===== src/rtl/cpu_phase_sequencer.sv =====
// Instruction-cycle sequencer: splits each CPU cycle into PHASES board-clk phases, with run/step/halt modes.
// Outputs are registered and aligned with o_phase; no backpressure, step button reaches RUN three edges after sampling.
module cpu_phase_sequencer #(
    parameter int PHASES       = 8,
    parameter int PH_W         = 3,
    parameter int PC_EN_LEN    = 2,
    parameter int REG_EN_PHASE = 6,
    parameter int CNT_W        = 16
) (
    input  logic             i_clk,
    input  logic             i_rst,
    input  logic             i_mode_step,
    input  logic             i_step_btn,
    input  logic             i_halt_req,
    output logic [PH_W-1:0]  o_phase,
    output logic             o_cpu_clk,
    output logic             o_pc_en,
    output logic             o_reg_en,
    output logic             o_running,
    output logic             o_cycle_done,
    output logic [CNT_W-1:0] o_instr_cnt
);

    localparam logic [0:0] S_HOLD = 1'b0;
    localparam logic [0:0] S_RUN  = 1'b1;

    localparam logic [PH_W-1:0] LAST_PH  = PH_W'(PHASES - 1);
    localparam logic [PH_W-1:0] CLK_HI   = PH_W'(PHASES / 2);
    localparam logic [PH_W-1:0] PC_LIM   = PH_W'(PC_EN_LEN);
    localparam logic [PH_W-1:0] REG_PH   = PH_W'(REG_EN_PHASE);

    generate
        if (PHASES < 4 || (PHASES % 2) != 0) begin : g_bad_phases
            $error("cpu_phase_sequencer: PHASES must be even and >= 4");
        end
        if ((2 ** PH_W) < PHASES) begin : g_bad_ph_w
            $error("cpu_phase_sequencer: PH_W too narrow for PHASES");
        end
        if (PC_EN_LEN < 1 || PC_EN_LEN > PHASES / 2) begin : g_bad_pc_en
            $error("cpu_phase_sequencer: PC_EN_LEN must be in 1..PHASES/2");
        end
        if (REG_EN_PHASE < 0 || REG_EN_PHASE >= PHASES) begin : g_bad_reg_en
            $error("cpu_phase_sequencer: REG_EN_PHASE must be < PHASES");
        end
        if (CNT_W < 1) begin : g_bad_cnt_w
            $error("cpu_phase_sequencer: CNT_W must be >= 1");
        end
    endgenerate

    logic [0:0]       r_state;
    logic [PH_W-1:0]  r_phase;
    logic [CNT_W-1:0] r_instr_cnt;
    logic             r_cpu_clk;
    logic             r_pc_en;
    logic             r_reg_en;
    logic             r_cycle_done;
    logic             r_sync1;
    logic             r_sync2;
    logic             r_sync3;
    logic             r_step_pulse;

    logic [0:0]       w_state_nxt;
    logic [PH_W-1:0]  w_phase_nxt;
    logic             w_run_nxt;
    logic             w_last;
    logic             w_step_edge;

    // The edge-detect output is registered so the step arrives a fixed three edges after sampling.
    assign w_step_edge = r_sync2 & ~r_sync3;

    always_ff @(posedge i_clk or posedge i_rst) begin
        if (i_rst) begin
            r_sync1      <= 1'b0;
            r_sync2      <= 1'b0;
            r_sync3      <= 1'b0;
            r_step_pulse <= 1'b0;
        end else begin
            r_sync1      <= i_step_btn;
            r_sync2      <= r_sync1;
            r_sync3      <= r_sync2;
            r_step_pulse <= w_step_edge;
        end
    end

    assign w_last = (r_phase == LAST_PH);

    always_comb begin
        w_state_nxt = r_state;
        w_phase_nxt = r_phase;
        case (r_state)
            S_HOLD: begin
                w_phase_nxt = '0;
                if (!i_halt_req && (!i_mode_step || r_step_pulse)) begin
                    w_state_nxt = S_RUN;
                end
            end
            S_RUN: begin
                // Mode and halt are only honoured on the cycle boundary so a cycle is never cut short.
                if (w_last) begin
                    w_phase_nxt = '0;
                    if (i_halt_req || i_mode_step) begin
                        w_state_nxt = S_HOLD;
                    end
                end else begin
                    w_phase_nxt = r_phase + PH_W'(1);
                end
            end
            default: begin
                w_state_nxt = S_HOLD;
                w_phase_nxt = '0;
            end
        endcase
    end

    assign w_run_nxt = (w_state_nxt == S_RUN);

    // Strobes decode the next phase so they sit in the same clk as the phase they belong to.
    always_ff @(posedge i_clk or posedge i_rst) begin
        if (i_rst) begin
            r_state      <= S_HOLD;
            r_phase      <= '0;
            r_instr_cnt  <= '0;
            r_cpu_clk    <= 1'b0;
            r_pc_en      <= 1'b0;
            r_reg_en     <= 1'b0;
            r_cycle_done <= 1'b0;
        end else begin
            r_state      <= w_state_nxt;
            r_phase      <= w_phase_nxt;
            r_cpu_clk    <= w_run_nxt && (w_phase_nxt >= CLK_HI);
            r_pc_en      <= w_run_nxt && (w_phase_nxt < PC_LIM);
            r_reg_en     <= w_run_nxt && (w_phase_nxt == REG_PH);
            r_cycle_done <= w_run_nxt && (w_phase_nxt == LAST_PH);
            if (r_state == S_RUN && w_last) begin
                r_instr_cnt <= r_instr_cnt + CNT_W'(1);
            end
        end
    end

    assign o_phase      = r_phase;
    assign o_cpu_clk    = r_cpu_clk;
    assign o_pc_en      = r_pc_en;
    assign o_reg_en     = r_reg_en;
    assign o_running    = (r_state == S_RUN);
    assign o_cycle_done = r_cycle_done;
    assign o_instr_cnt  = r_instr_cnt;

endmodule


===== config.mk =====
export PLATFORM = sky130hd
export DESIGN_NAME = cpu_phase_sequencer
export DESIGN_NICKNAME = d
export VERILOG_FILES = /design/src/rtl/cpu_phase_sequencer.sv
export SDC_FILE = /design/constraint.sdc
export NUM_CORES = 1
export LEC_CHECK = 0
export BUFFER_PORTS_ARGS = -buffer_cell sky130_fd_sc_hd__buf_2
export CAP_MARGIN = 20
export CORE_UTILIZATION = 25
export CTS_CLUSTER_DIAMETER = 150
export DETAILED_ROUTE_END_ITERATION = 16
export MAX_ROUTING_LAYER = met4
export PLACE_DENSITY_LB_ADDON = 0.2
export SYNTH_ARGS = -nofsm -noshare
export SYNTH_HDL_FRONTEND = slang
export SYNTH_SLANG_ARGS = --single-unit

===== constraint.sdc =====
create_clock -name i_clk -period 1.8 [get_ports i_clk]
set_clock_uncertainty 0.05 [all_clocks]
set_input_delay 0.09 -clock i_clk [delete_from_list [all_inputs] [get_ports i_clk]]
set_output_delay 0.09 -clock i_clk [all_outputs]
set_load 0.01 [all_outputs]

# Yosys cells after proc, flatten, opt, wreduce, memory -nomap -nowiden
# Cells that the tools add are included.
# word_totals
register_bits	28
input_bits	5
output_inout_bits	24
# classes
addsub	2
n_lt_le_gt_ge	2
n_eq_ne	3
n_mux	6
bitwise_logic	3
reduce_logical	10
# op_table
operator	count
adder 16 x 1 -> 16 bit, second input constant	1
== test 3 bit, second input constant	3
logical AND 1 bit	6
case mux 3 bit (2 select lines)	1
adder 3 x 1 -> 3 bit, second input constant	1
greater-or-equal comparator 3 bit, second input constant	1
< comparator 3 x 2 -> 1 bit, second input constant	1
2-to-1 mux 1 bit	3
2-to-1 mux 3 bit	1
zero test 1 bit	2
logical OR 1 bit	2
NOT 1 bit	2
case mux 1 bit (2 select lines)	1
bitwise AND 1 bit	1

# Depth between registers and ports, before layout
# logic_depth
word_depth	6
ltp_mapped	6
depth_no_buf	6

# Worst setup path after synthesis
# No wires, ideal clock.
# synth_timing
kind	register to register
start	register r_phase[0] (netlist: o_phase[0])
end	register r_instr_cnt[13] (netlist: o_instr_cnt[13])
setup_ns	0.079
arrival_time_ns	1.599
slack_ns	0.072
path_stages_with_launch	7
n_path_buf	0
synth_period_minus_slack_ns	1.728
path_cell_list	dfrtp_1 > ha_1 > ha_1 > nand4_2 > or3_4 > nor3_2 > xor2_1
# synth_via
elab_chain_len	2
# synth_lines
element	line_no	text
start: declaration	51	logic [PH_W-1:0] r_phase;
start signal: assignment	129	r_phase <= w_phase_nxt;
== test 3 bit	85	assign w_last = (r_phase == LAST_PH);
logical AND 1 bit	134	if (r_state == S_RUN && w_last) begin
end signal: assignment	135	r_instr_cnt <= r_instr_cnt + CNT_W'(1);
end: declaration	52	logic [CNT_W-1:0] r_instr_cnt;
# Every way passes these cells.
# A chain may end at the register's enable or synchronous reset.

# Worst setup path in the final report
# layout_timing
start	register r_phase[1] (netlist: o_phase[1])
end	register r_instr_cnt[8] (netlist: o_instr_cnt[8])
# Same word-level chain as after synthesis.

==> flow_metrics.tcl <==
set metrics [dict create \
    grt_setup_unrepaired "yes" \
    worstPathArrival_ns 1.86 \
    drc 0 \
    synth_top_area_share_pct 61.9 \
    end_kind "flop" \
    io_buffers 28 \
    final.min_clock_period_ns 1.71 \
    synth_common_cells "28 x dfrtp_1, 8 x xnor2_1, 7 x xor2_1" \
    crit_path_max_fanout 4 \
    antenna_found_initial 0 \
    synthesis.nets 96 \
    maxSlewHeadroom_pct 74.7 \
    layout.nets 136 \
    initial_core_util_pct 26.0 \
    grt_first_pass_wirelength_um 3860 \
    yosysWarnings 0 \
    clockBufferDepth 2 \
    power_w 0.00184 \
    ys_types 25 \
    synth_seq_cells 28 \
    io-pin-count 29 \
    power_density_nw_per_um2 1240 \
    synth_most_common_cell "dfrtp_1" \
    hold_class "in -> reg" \
    crit_family "simple AND/OR/NAND/NOR gates" \
    grt_pass1_vias 824 \
    cp_slowest_cell "nor3_2" \
    avgSynthCellArea_um2 12.9 \
    synthArstFlopShare_pct 100 \
    area_growth_pct 30.8 \
    grt_start_max_net_pins 29 \
    wl_per_cell_um 12.0 \
    clk_pin_slew_ns 0.10 \
    startpoint_type "flop" \
    gp_congestion 0.798 \
    peakVddDrop_v 0.000396 \
    setup-tns-final_ns 0 \
    run_status "finished with violations" \
    cts_buffers 3 \
    netlist_area_um2 1130 \
    first_iter_violations 21 \
    worstPathRequired_ns 1.95 \
    critPathMaxStageDelay_ns 0.39 \
    placementRows 24 \
    worstPathCellList "ha_2 -> ha_4 -> nand3_1 -> nor3_2 -> and3_1 -> xor2_1" \
    synth_cells 88 \
    synth-seq-area-share_pct 61.9 \
    hpwl_um 1560 \
    hold_slack_ns -0.00466 \
    path_class "reg -> reg" \
    die_h_um 69.3 \
    grt_usage_pct 10.4 \
    fin_crit_sh_pct 94.8 \
    cts_root_buf "clkbuf_8" \
    routed_via_density 4.33 \
    synth_flop_cell "dfrtp_1" \
    diodes 0 \
    setup_viol 0 \
    dr.pass1.iters 3 \
    cts_tree "yes" \
    detail-route-antenna-nets 0 \
    max_freq_mhz 586 \
    synth_area_leaders "dfrtp_1 62%, xnor2_1 6.2%, xor2_1 5.4%" \
    drt-total-wl_um 2150 \
    yosys.area.top_type "dfrtp_1" \
    synth-edff-count 0 \
    die_w_um 69.3 \
    violations "hold timing" \
    cts.sinks 28 \
    clk-insertion-delay-late_ns 0.27 \
    drv_cap 0 \
    fp.coreArea_um2 4350 \
    slew_viol_final 0 \
    drive_gt1_share_pct 37.0 \
    vias 775 \
    p_leak_nw 0.753 \
    die_area_um2 4800 \
    tightest_slew_ns 0.377 \
    r2r_setup_slack_ns 0.09 \
    htree_levels 1 \
    grt_remaining_overflow 0 \
    hold_viol 1 \
    crit_buf_inv 0 \
]
[stage by stage]
stage / cells / utilization [%] / instance area [um^2] / hold slack [ns] / setup slack, ns
floorplan: 88 / - / 1130 / 0.0714 / 0.0720
global placement: 171 / 31.2 / 1360 / 0.124 / 0.0951
detailed placement: 171 / 31.2 / 1360 / 0.131 / 0.0436
CTS: 177 / 32.9 / 1430 / 0.00376 / 0.0136
global route: 179 / 34.0 / 1480 / 0.0405 / -0.0212
finish: 179 / 34.0 / 1480 / -0.00466 / 0.0940
[cell usage in the layout, fill, tap and decap left out, types with 2 or more instances in the layout]
cell / synthesis / routed
and2_2: 2 / 2
nor2_1: 4 / 4
nand2_1: 4 / 4
nand4_1: 4 / 4
nor3_2: 2 / 2
clkbuf_8: 0 / 4
dlygate4sd3_1: 0 / 2
xnor2_1: 8 / 8
o21ai_0: 2 / 2
buf_2: 0 / 28
xor2_1: 7 / 7
dfrtp_1: 28 / 28
inv_1: 4 / 4
nand3_1: 4 / 4
and4_1: 2 / 2
buf_4: 0 / 5
and3_1: 2 / 2
[power by group]
part           leakage [nW]  switching (W)  internal (W)
registers             0.364       0.000116      0.000763
logic                 0.360       0.000282      0.000289
clock network        0.0288       0.000195      0.000196
total                 0.753       0.000593       0.00125
[area by class of cell]
| type | instances | area [um^2] |
|---|---|---|
| well taps | 52 | 65.1 |
| repair buffers | 35 | 198 |
| flip-flops and latches | 28 | 701 |
| fillers | 447 | 2880 |
| clock buffers | 4 | 55.1 |
| inverters | 4 | 15.0 |
| multi-input cells | 56 | 445 |
[registers in the layout, indices dropped and copies added, names as in the netlist]
| register | count |
|---|---|
| o_cpu_clk | 1 |
| o_cycle_done | 1 |
| o_instr_cnt | 16 |
| o_pc_en | 1 |
| o_phase | 3 |
| o_reg_en | 1 |
| o_running | 1 |
| r_step_pulse | 1 |
| r_sync1 | 1 |
| r_sync2 | 1 |
| r_sync3 | 1 |
[layer usage]
metal  routed length, um  vias up  global-route usage [%]
met5                   0        -                       -
met2                1050       13                    16.7
li1                    -      377                       -
met1                 971      380                    12.1
met3                  77        5                    2.33
met4                  53        0                    5.44
[worst paths after layout]
check | startpoint | endpoint | depth (start not counted)
min in group asynchronous | i_rst | o_cpu_clk$_DFF_PP0_ | 4
max reg2reg | o_phase[1]$_DFF_PP0_ | o_instr_cnt[8]$_DFFE_PP0P_ | 6
min reg2reg | r_sync1$_DFF_PP0_ | r_sync2$_DFF_PP0_ | 0
max | o_phase[1]$_DFF_PP0_ | o_instr_cnt[8]$_DFFE_PP0P_ | 6
max in group asynchronous | i_rst | o_instr_cnt[13]$_DFFE_PP0P_ | 4
min | i_halt_req | o_running$_DFF_PP0_ | 2
[timing repair]
action,4_1_cts,5_1_grt
setup buffers,0,2
endpoints found under the setup margin,0,10
hold buffers,2,0
gates resized for setup,0,5
endpoints found under the hold margin,29,0
[kinds of logic after synthesis]
logic type                 Yosys count  share of synthesized area (%)
adders and majority gates            3                           3.32
and+or+nand+nor                     34                           19.2
xor gates and xnor gates            15                           11.6
DFF                                 28                           61.9
muxes                                1                          0.996
AOI/OAI and AO/OA                    3                           1.55
buffers and inverters                4                           1.33
Note: power is estimated with default switching activity, not from simulation.
